File: src/rtl/pipelined_controller.sv
// ============================================================================
// Module   : pipelined_controller
// Purpose  : EX-stage decoder with WB control registers, WB->EX forwarding,
//            multi-cycle multiply stall and a bank of GPIO CSRs.
// Revision : 1.0 - initial release
// ============================================================================
`default_nettype none

module pipelined_controller #(
    parameter int          NUM_GPIO    = 2,
    parameter logic [11:0] CSR_BASE    = 12'hF00,
    parameter int          MUL_LATENCY = 3
) (
    input  logic                                           clk,
    input  logic                                           rst,
    input  logic                                           valid_EX,
    input  logic [6:0]                                     opcode_EX,
    input  logic [2:0]                                     funct3_EX,
    input  logic [6:0]                                     funct7_EX,
    input  logic [11:0]                                    csr_EX,
    input  logic [4:0]                                     rs1_EX,
    input  logic [4:0]                                     rs2_EX,
    input  logic [4:0]                                     rd_EX,
    output logic                                           alusrc,
    output logic [3:0]                                     aluop,
    output logic [NUM_GPIO-1:0]                            gpio_we,
    output logic [((NUM_GPIO > 1) ? $clog2(NUM_GPIO) : 1)-1:0] gpio_rsel,
    output logic                                           illegal,
    output logic                                           stall,
    output logic                                           fwd_a,
    output logic                                           fwd_b,
    output logic                                           regwrite_WB,
    output logic [1:0]                                     regsel_WB,
    output logic [4:0]                                     rd_WB
);

    localparam int c_RSEL_W = (NUM_GPIO > 1) ? $clog2(NUM_GPIO) : 1;
    localparam int c_CNT_W  = (MUL_LATENCY > 1) ? $clog2(MUL_LATENCY) : 1;
    localparam logic [c_CNT_W-1:0] c_CNT_LAST = c_CNT_W'(MUL_LATENCY - 1);

    localparam logic [6:0] c_OP_IMM = 7'b0010011;
    localparam logic [6:0] c_OP_REG = 7'b0110011;
    localparam logic [6:0] c_OP_LUI = 7'b0110111;
    localparam logic [6:0] c_OP_SYS = 7'b1110011;

    localparam logic [3:0] c_ALU_XOR   = 4'b0000;
    localparam logic [3:0] c_ALU_AND   = 4'b0001;
    localparam logic [3:0] c_ALU_OR    = 4'b0010;
    localparam logic [3:0] c_ALU_ADD   = 4'b0011;
    localparam logic [3:0] c_ALU_SUB   = 4'b0100;
    localparam logic [3:0] c_ALU_MUL   = 4'b0101;
    localparam logic [3:0] c_ALU_MULH  = 4'b0110;
    localparam logic [3:0] c_ALU_MULHU = 4'b0111;
    localparam logic [3:0] c_ALU_SLL   = 4'b1000;
    localparam logic [3:0] c_ALU_SRL   = 4'b1001;
    localparam logic [3:0] c_ALU_SRA   = 4'b1010;
    localparam logic [3:0] c_ALU_SLT   = 4'b1100;
    localparam logic [3:0] c_ALU_SLTU  = 4'b1101;

    typedef enum logic [0:0] {
        S_IDLE = 1'b0,
        S_BUSY = 1'b1
    } state_t;

    state_t               r_state;
    state_t               w_state_nxt;
    logic [c_CNT_W-1:0]   r_cnt;
    logic [c_CNT_W-1:0]   w_cnt_nxt;

    logic        w_alusrc;
    logic [3:0]  w_aluop;
    logic        w_wr;
    logic [1:0]  w_sel;
    logic        w_is_mul;
    logic        w_is_csr;
    logic        w_legal;
    logic        w_ok;
    logic        w_csr_ok;
    logic [12:0] w_csr_off;
    logic        w_csr_hit;

    // Extra top bit catches addresses below CSR_BASE as a borrow.
    assign w_csr_off = {1'b0, csr_EX} - {1'b0, CSR_BASE};
    assign w_csr_hit = !w_csr_off[12] && (w_csr_off < 13'(NUM_GPIO));

    always_comb begin
        w_alusrc = 1'b0;
        w_aluop  = c_ALU_XOR;
        w_wr     = 1'b0;
        w_sel    = 2'b00;
        w_is_mul = 1'b0;
        w_is_csr = 1'b0;
        w_legal  = 1'b0;
        case (opcode_EX)
            c_OP_IMM: begin
                w_alusrc = 1'b1;
                w_wr     = 1'b1;
                w_sel    = 2'b10;
                w_legal  = 1'b1;
                case (funct3_EX)
                    3'b000:  w_aluop = c_ALU_ADD;
                    3'b111:  w_aluop = c_ALU_AND;
                    3'b110:  w_aluop = c_ALU_OR;
                    3'b100:  w_aluop = c_ALU_XOR;
                    3'b010:  w_aluop = c_ALU_SLT;
                    3'b011:  w_aluop = c_ALU_SLTU;
                    3'b001: begin
                        w_aluop = c_ALU_SLL;
                        w_legal = (funct7_EX == 7'b0000000);
                    end
                    default: begin
                        if (funct7_EX == 7'b0000000)
                            w_aluop = c_ALU_SRL;
                        else if (funct7_EX == 7'b0100000)
                            w_aluop = c_ALU_SRA;
                        else
                            w_legal = 1'b0;
                    end
                endcase
            end
            c_OP_REG: begin
                w_wr    = 1'b1;
                w_sel   = 2'b10;
                w_legal = 1'b1;
                if (funct7_EX == 7'b0000000) begin
                    case (funct3_EX)
                        3'b000:  w_aluop = c_ALU_ADD;
                        3'b111:  w_aluop = c_ALU_AND;
                        3'b110:  w_aluop = c_ALU_OR;
                        3'b100:  w_aluop = c_ALU_XOR;
                        3'b001:  w_aluop = c_ALU_SLL;
                        3'b101:  w_aluop = c_ALU_SRL;
                        3'b010:  w_aluop = c_ALU_SLT;
                        default: w_aluop = c_ALU_SLTU;
                    endcase
                end else if (funct7_EX == 7'b0100000) begin
                    if (funct3_EX == 3'b000)
                        w_aluop = c_ALU_SUB;
                    else if (funct3_EX == 3'b101)
                        w_aluop = c_ALU_SRA;
                    else
                        w_legal = 1'b0;
                end else if (funct7_EX == 7'b0000001) begin
                    w_is_mul = 1'b1;
                    if (funct3_EX == 3'b000)
                        w_aluop = c_ALU_MUL;
                    else if (funct3_EX == 3'b001)
                        w_aluop = c_ALU_MULH;
                    else if (funct3_EX == 3'b011)
                        w_aluop = c_ALU_MULHU;
                    else
                        w_legal = 1'b0;
                end else begin
                    w_legal = 1'b0;
                end
            end
            c_OP_LUI: begin
                w_wr    = 1'b1;
                w_sel   = 2'b01;
                w_aluop = c_ALU_ADD;
                w_legal = 1'b1;
            end
            c_OP_SYS: begin
                if (funct3_EX == 3'b001 && w_csr_hit) begin
                    w_wr     = 1'b1;
                    w_sel    = 2'b00;
                    w_is_csr = 1'b1;
                    w_legal  = 1'b1;
                end
            end
            default: ;
        endcase
    end

    // Every decoded control is masked by w_ok so bubbles and illegal
    // encodings present all-zero controls downstream.
    assign w_ok     = valid_EX && w_legal;
    assign w_csr_ok = w_ok && w_is_csr;
    assign illegal  = valid_EX && !w_legal;
    assign alusrc   = w_ok && w_alusrc;
    assign aluop    = w_ok ? w_aluop : 4'b0000;
    assign gpio_rsel = w_csr_ok ? w_csr_off[c_RSEL_W-1:0] : '0;

    always_comb begin
        gpio_we = '0;
        for (int i = 0; i < NUM_GPIO; i++)
            gpio_we[i] = w_csr_ok && !stall && (w_csr_off == 13'(i));
    end

    always_comb begin
        w_state_nxt = r_state;
        w_cnt_nxt   = r_cnt;
        stall       = 1'b0;
        case (r_state)
            S_IDLE: begin
                if (w_ok && w_is_mul && (MUL_LATENCY > 1)) begin
                    stall       = 1'b1;
                    w_state_nxt = S_BUSY;
                    w_cnt_nxt   = c_CNT_W'(1);
                end
            end
            S_BUSY: begin
                if (!valid_EX) begin
                    w_state_nxt = S_IDLE;
                    w_cnt_nxt   = '0;
                end else if (r_cnt != c_CNT_LAST) begin
                    stall     = 1'b1;
                    w_cnt_nxt = r_cnt + c_CNT_W'(1);
                end else begin
                    w_state_nxt = S_IDLE;
                    w_cnt_nxt   = '0;
                end
            end
            default: begin
                w_state_nxt = S_IDLE;
                w_cnt_nxt   = '0;
            end
        endcase
    end

    always_ff @(posedge clk) begin
        if (rst) begin
            r_state <= S_IDLE;
            r_cnt   <= '0;
        end else begin
            r_state <= w_state_nxt;
            r_cnt   <= w_cnt_nxt;
        end
    end

    always_ff @(posedge clk) begin
        if (rst) begin
            regwrite_WB <= 1'b0;
            regsel_WB   <= 2'b00;
            rd_WB       <= 5'd0;
        end else if (w_ok && !stall) begin
            regwrite_WB <= w_wr && (rd_EX != 5'd0);
            regsel_WB   <= w_sel;
            rd_WB       <= rd_EX;
        end else begin
            regwrite_WB <= 1'b0;
        end
    end

    assign fwd_a = regwrite_WB && (rd_WB != 5'd0) && (rd_WB == rs1_EX);
    assign fwd_b = regwrite_WB && (rd_WB != 5'd0) && (rd_WB == rs2_EX);

endmodule

`default_nettype wire

File: config.mk
export PLATFORM = sky130hd
export DESIGN_NAME = pipelined_controller
export DESIGN_NICKNAME = d
export VERILOG_FILES = /design/src/rtl/pipelined_controller.sv
export SDC_FILE = /design/constraint.sdc
export NUM_CORES = 1
export LEC_CHECK = 0
export ABC_AREA = 1
export CAP_MARGIN = 5
export CORE_UTILIZATION = 40
export CTS_CLUSTER_DIAMETER = 150
export CTS_CLUSTER_SIZE = 28
export DETAILED_ROUTE_END_ITERATION = 10
export PLACE_DENSITY = 0.9
export SKIP_CTS_REPAIR_TIMING = 1
export SLEW_MARGIN = 5
export SYNTH_ARGS = -nofsm -noshare
export SYNTH_HDL_FRONTEND = slang
export SYNTH_SLANG_ARGS = --single-unit
File: constraint.sdc
create_clock -name clk -period 3.5 [get_ports clk]
set_input_delay 0.7 -clock clk [delete_from_list [all_inputs] [get_ports clk]]
set_output_delay 0.7 -clock clk [all_outputs]
set_load 0.01 [all_outputs]
**After elaboration in Yosys (flattened, before gate mapping)**

Index checks and enable logic that the tools add are counted.
Widths: inputs -> output; s select.

- Order comparisons: 1
- Equality and inequality tests: 18
- $add $sub $neg: 2
- Mux-type cells: 44
- Bitwise gates (word level): 2
- Reductions and logical operators: 27

Operators by type and width:

| operator | count |
|---|---|
| $pmux 4 s7 | 2 |
| $mux 4 | 7 |
| $eq 7x6->1 const B | 3 |
| $mux 1 | 21 |
| $logic_and 1x1->1 | 15 |
| $eq 13x1->1 const B | 1 |
| $logic_not 13->1 | 1 |
| $lt 13x2->1 const B | 1 |
| $sub 12x12->13 const B | 1 |
| $eq 3x3->1 const B | 4 |
| $mux 3 | 4 |
| $pmux 4 s3 | 1 |
| $eq 5x5->1 | 2 |
| $reduce_bool 5->1 | 2 |
| $pmux 2 s2 | 2 |
| $eq 7x1->1 const B | 1 |
| $eq 7x5->1 const B | 1 |
| $eq 7x7->1 const B | 1 |
| $logic_not 7->1 | 1 |
| $eq 3x2->1 const B | 2 |
| $mux 2 | 3 |
| $pmux 1 s2 | 3 |
| $reduce_or 6->1 | 1 |
| $ne 2x2->1 const B | 2 |
| 8 further kinds | 12 |

- Word-level logic and storage cells: 99
- Input bits: 47
- Register bits after elaboration: 11

**Longest topological paths before layout**

- Depth after elaboration: 16
- Mapped depth: 14
- Gate-level depth less buffers: 14

**Least setup slack after synthesis**

No wires, ideal clock.

- Kind: in2out
- Start point: input csr_EX[8]
- End point: output gpio_we[0]
- Setup slack: 0.773 ns
- Arrival: 2.027 ns
- Path buffers: 1
- Required time: 2.800 ns
- Cell stages on the path: 9
- Cell sequence: ha_1 nor2_1 nand3b_4 nor2_4 nor2_2 nand3_4 o2111ai_4 buf_8 nor3_2

- Cells in the longest elaborated chain, start to end: 13
- Elaborated cells between the ends (all ways): 17

RTL lines:

| element | line | text |
|---|---|---|
| start: declaration | 20 | `input logic [11:0] csr_EX,` |
| $sub 12x12->13 (*) | 83 | `assign w_csr_off = {1'b0, csr_EX} - {1'b0, CSR_BASE};` |
| $lt 13x2->1 / $logic_not 1->1 (equally long branches) | 84 | `assign w_csr_hit = !w_csr_off[12] && (w_csr_off < 13'(NUM_GPIO));` |
| $logic_and 1x1->1 | 84 |  |
| $logic_and 1x1->1 | 164 | `if (funct3_EX == 3'b001 && w_csr_hit) begin` |
| $mux 1 | 164 |  |
| $pmux 1 s4 | 94 | `case (opcode_EX)` |
| $logic_and 1x1->1 | 177 | `assign w_ok = valid_EX && w_legal;` |
| $logic_and 1x1->1 | 196 | `if (w_ok && w_is_mul && (MUL_LATENCY > 1)) begin` |
| $mux 1 | 196 |  |
| $pmux 1 s2 | 194 | `case (r_state)` |
| $logic_not 1->1 | 187 | `gpio_we[i] = w_csr_ok && !stall && (w_csr_off == 13'(i));` |
| $logic_and 1x1->1 | 187 |  |
| $logic_and 1x1->1 (*) | 187 |  |
| end: declaration | 26 | `output logic [NUM_GPIO-1:0] gpio_we,` |

Every way passes the cells marked *; elsewhere a longest branch is shown, timed or not.

**Worst setup path after layout**

- Start point: input funct3_EX[0]
- End point: output illegal

- Cells in the longest elaborated chain, start to end: 10
- Elaborated cells between the ends (all ways): 23

RTL lines:

| element | line | text |
|---|---|---|
| start: declaration | 18 | `input logic [2:0] funct3_EX,` |
| $eq 3x2->1 | 100, 149 |  |
| $mux 1 | 149 | `else if (funct3_EX == 3'b011)` |
| $mux 1 | 147 | `else if (funct3_EX == 3'b001)` |
| $mux 1 | 145 | `if (funct3_EX == 3'b000)` |
| $mux 1 | 143 | `end else if (funct7_EX == 7'b0000001) begin` |
| $mux 1 | 136 | `end else if (funct7_EX == 7'b0100000) begin` |
| $mux 1 | 125 | `if (funct7_EX == 7'b0000000) begin` |
| $pmux 1 s4 (*) | 94 |  |
| $logic_not 1->1 (*) | 179 | `assign illegal = valid_EX && !w_legal;` |
| $logic_and 1x1->1 (*) | 179 |  |
| end: declaration | 28 | `output logic illegal,` |

Marks and branches as above.

==> results.yml <==
status:
  outcome: "finished clean"
synthesis:
  yosysTopAreaCell: "dfxtp_1"
  netlist.area_leader.share: 0.169
  async_flop_share: 0
  syn-num-nets: 250
  synth-seq-area-share: 0.169
  synth_warnings: 0
  synth_area_leaders: "dfxtp_1 17%, nand2_1 9.8%, inv_1 8.9%"
  yosys.cell_count.top_type: "nand2_1"
  ys_top_cells_by_count: "34 x nand2_1, 31 x inv_1, 29 x nor2_1"
  synth_edf_count: 0
  ys.flop_type: "dfxtp_1"
  synth_cells: 201
  avgSynthCellArea_um2: 6.47
  ys_ff_latch: 11
  synth_cell_types: 34
  syn_area_um2: 1300
job:
  drv_cap: 0
routing:
  viasPerCell: 4.72
  initialDrtViolationCount: 35
  ant_nets: 0
  firstDrtPassIters: 4
  wl_per_cell_um: 10.7
  totalWireLength_um: 3580
  drc_errors: 0
  num_vias: 1575
setup_path:
  crit_type: "input port to output pin"
  timing.rr.end: "regsel_WB[1]"
  crit_arrival_ns: 2.61
  reg2reg_slack_ns: 2.11
  cp-start-kind: "input port"
  worst_r2r_path_depth: 8
  crit_fanout: 4
  endpoint_kind: "output pin"
  rr_startpoint: "r_cnt[0]"
  cp.required_ns: 2.80
global_route:
  grt_pass1_wl_um: 5800
  grt_max_degree: 16
  grt_usage: 0.211
  grt_pass1_vias: 1542
  overflow: 0
  antenna_found_initial: 0
place:
  gp_congestion: 0.950
  place_hpwl_um: 3060
  dpl_cell_area_um2: 2150
  port-buffer-count: 66
timing:
  period_minus_slack_ns: 3.31
  worst_slew_pin_slew_ns: 0.400
  rsz0062_at_grt: "no"
  skew_ns: 0.00405
  fmax_mhz: 302
  setup_viol: 0
  fin_crit_sh: 0.945
  hold_viol: 0
  setup-tns-final_ns: 0
  maxSlewHeadroom: 0.730
  finalMaxSlewViolations: 0
floorplanning:
  fp.dieW_um: 59.0
  coreArea_um2: 3080
  io_pins: 67
  rows: 20
  fp.dieH_um: 59.0
  start_util: 0.423
  die_area_um2: 3490
power:
  share_clk_of_total_power: 0.256
  swShare: 0.266
  worst_ir_drop_vdd_mv: 0.0693
  internal_power_w: 0.000241
  p_switching_w: 0.0000873
  power_frac_comb: 0.359
  pwr_density_cell_nw_per_um2: 148
  cellLeakagePower_nw: 1.15
  seq_power_share: 0.385
finish:
  ff_latch_area_um2: 220
  layout-drive-gt1-share: 0.224
  nets: 340
  areaGrowthSynthToFinish_pct: 70.3
  diodes: 0
  fin_area_um2: 2220
  num-fill-cells: 262
  multi_input_area_um2: 940
worst_hold_path:
  hold_start: "r_cnt[1]"
  hold_path_end: "r_cnt[1]"
  hold_class: "flip-flop to flip-flop"
  min_path_cells: 1
clock_network:
  cts_sinks: 11
  clock_latency_ns: 0.26
  cts_root_buffer: "clkbuf_4"
  clkSlewWorstSetupHoldPaths_ns: 0.07
  cts_buffer_depth: 2
  h-tree-depth: 1
  cts_tree: "done"
  cts_inserted_buffers: 3
## routing by layer
| layer | global-route usage | vias up | part of all wire |
|---|---|---|---|
| met5 | 0 | - | 0 |
| met4 | 0.0646 | 0 | 0.017 |
| li1 | - | 812 | - |
| met3 | 0.0480 | 8 | 0.068 |
| met2 | 0.429 | 64 | 0.53 |
| met1 | 0.207 | 691 | 0.38 |
## layout by cell type (no fill, tap or decap), drive strengths merged
cell	instances
clkbuf	4
dlymetal6s2s	10
ha	2
nor2	45
dfxtp	11
o311ai	1
xor2	4
nand2	40
a21oi	8
xnor2	7
o21ai	8
clkdlybuf4s50	56
nor3	5
buf	20
nor4	4
nand3b	2
inv	36
nor3b	2
o2111ai	1
nand4	1
o21bai	1
o211ai	1
clkinv	1
a21boi	1
a211oi	1
nand3	17
o31ai	1
## kinds of logic (layout without fill, tap and decap cells)
family,Yosys count,in the layout,share of synthesized area
buf+inv,38,127,0.118
compound gates,23,23,0.117
simple gates,116,116,0.502
flops,11,11,0.169
xor+xnor,11,11,0.0740
fa+ha+maj,2,2,0.0192
## power groups by stage
stage | clock network, W | logic, W | registers, W
2_1_floorplan | 0 | 0.0000395 | 0.000130
3_3_place_gp | 0 | 0.000114 | 0.000129
3_5_place_dp | 0 | 0.000116 | 0.000129
4_1_cts | 0.0000863 | 0.000117 | 0.000126
5_1_grt | 0.0000938 | 0.000128 | 0.000126
6_report | 0.0000842 | 0.000118 | 0.000126
## worst max-delay path: stages
cell and delay [ns]:
clkdlybuf4s50_1 0.49, inv_2 0.06, nor2_4 0.12, nand2_1 0.11
nor2_2 0.18, nand2_2 0.08, nand3_2 0.10, nand3_4 0.08
nor2_1 0.13, clkdlybuf4s50_1 0.56
## worst max-delay path by stage
stage                 startpoint         end  slack, ns  depth (start not counted)
floorplan              csr_EX[8]  gpio_we[0]       0.77                          9
global placement       csr_EX[8]    aluop[2]      -0.13                         12
detailed placement     csr_EX[8]    aluop[3]      -0.22                         12
CTS                    csr_EX[8]    aluop[3]      -0.24                         12
global route        funct3_EX[0]     illegal       0.05                         10
finish              funct3_EX[0]     illegal       0.19                         10
## through the flow
step,power (W),std cells,setup slack (ns),hold slack [ns],util
3_3_place_gp,0.000243,330,-0.133,0.446,0.699
3_5_place_dp,0.000246,330,-0.216,0.453,0.699
4_1_cts,0.000329,334,-0.238,0.471,0.708
2_1_floorplan,0.000169,201,0.773,0.429,-
5_1_grt,0.000348,334,0.0518,0.489,0.720
6_report,0.000328,334,0.193,0.473,0.720
## state kept, by name, indices dropped and copies added (netlist names)
name and count:
regwrite_WB 1, regsel_WB 2, r_cnt 2, rd_WB 5
r_state 1
## final cells by class
cell class	count	area share
Sequential cell	11	0.0994
Multi-Input combinational cell	152	0.424
Timing Repair Buffer	86	0.377
Clock buffer	4	0.0119
Tap cell	44	0.0248
Inverter	37	0.0627
Power figures use the tool's default switching activity.
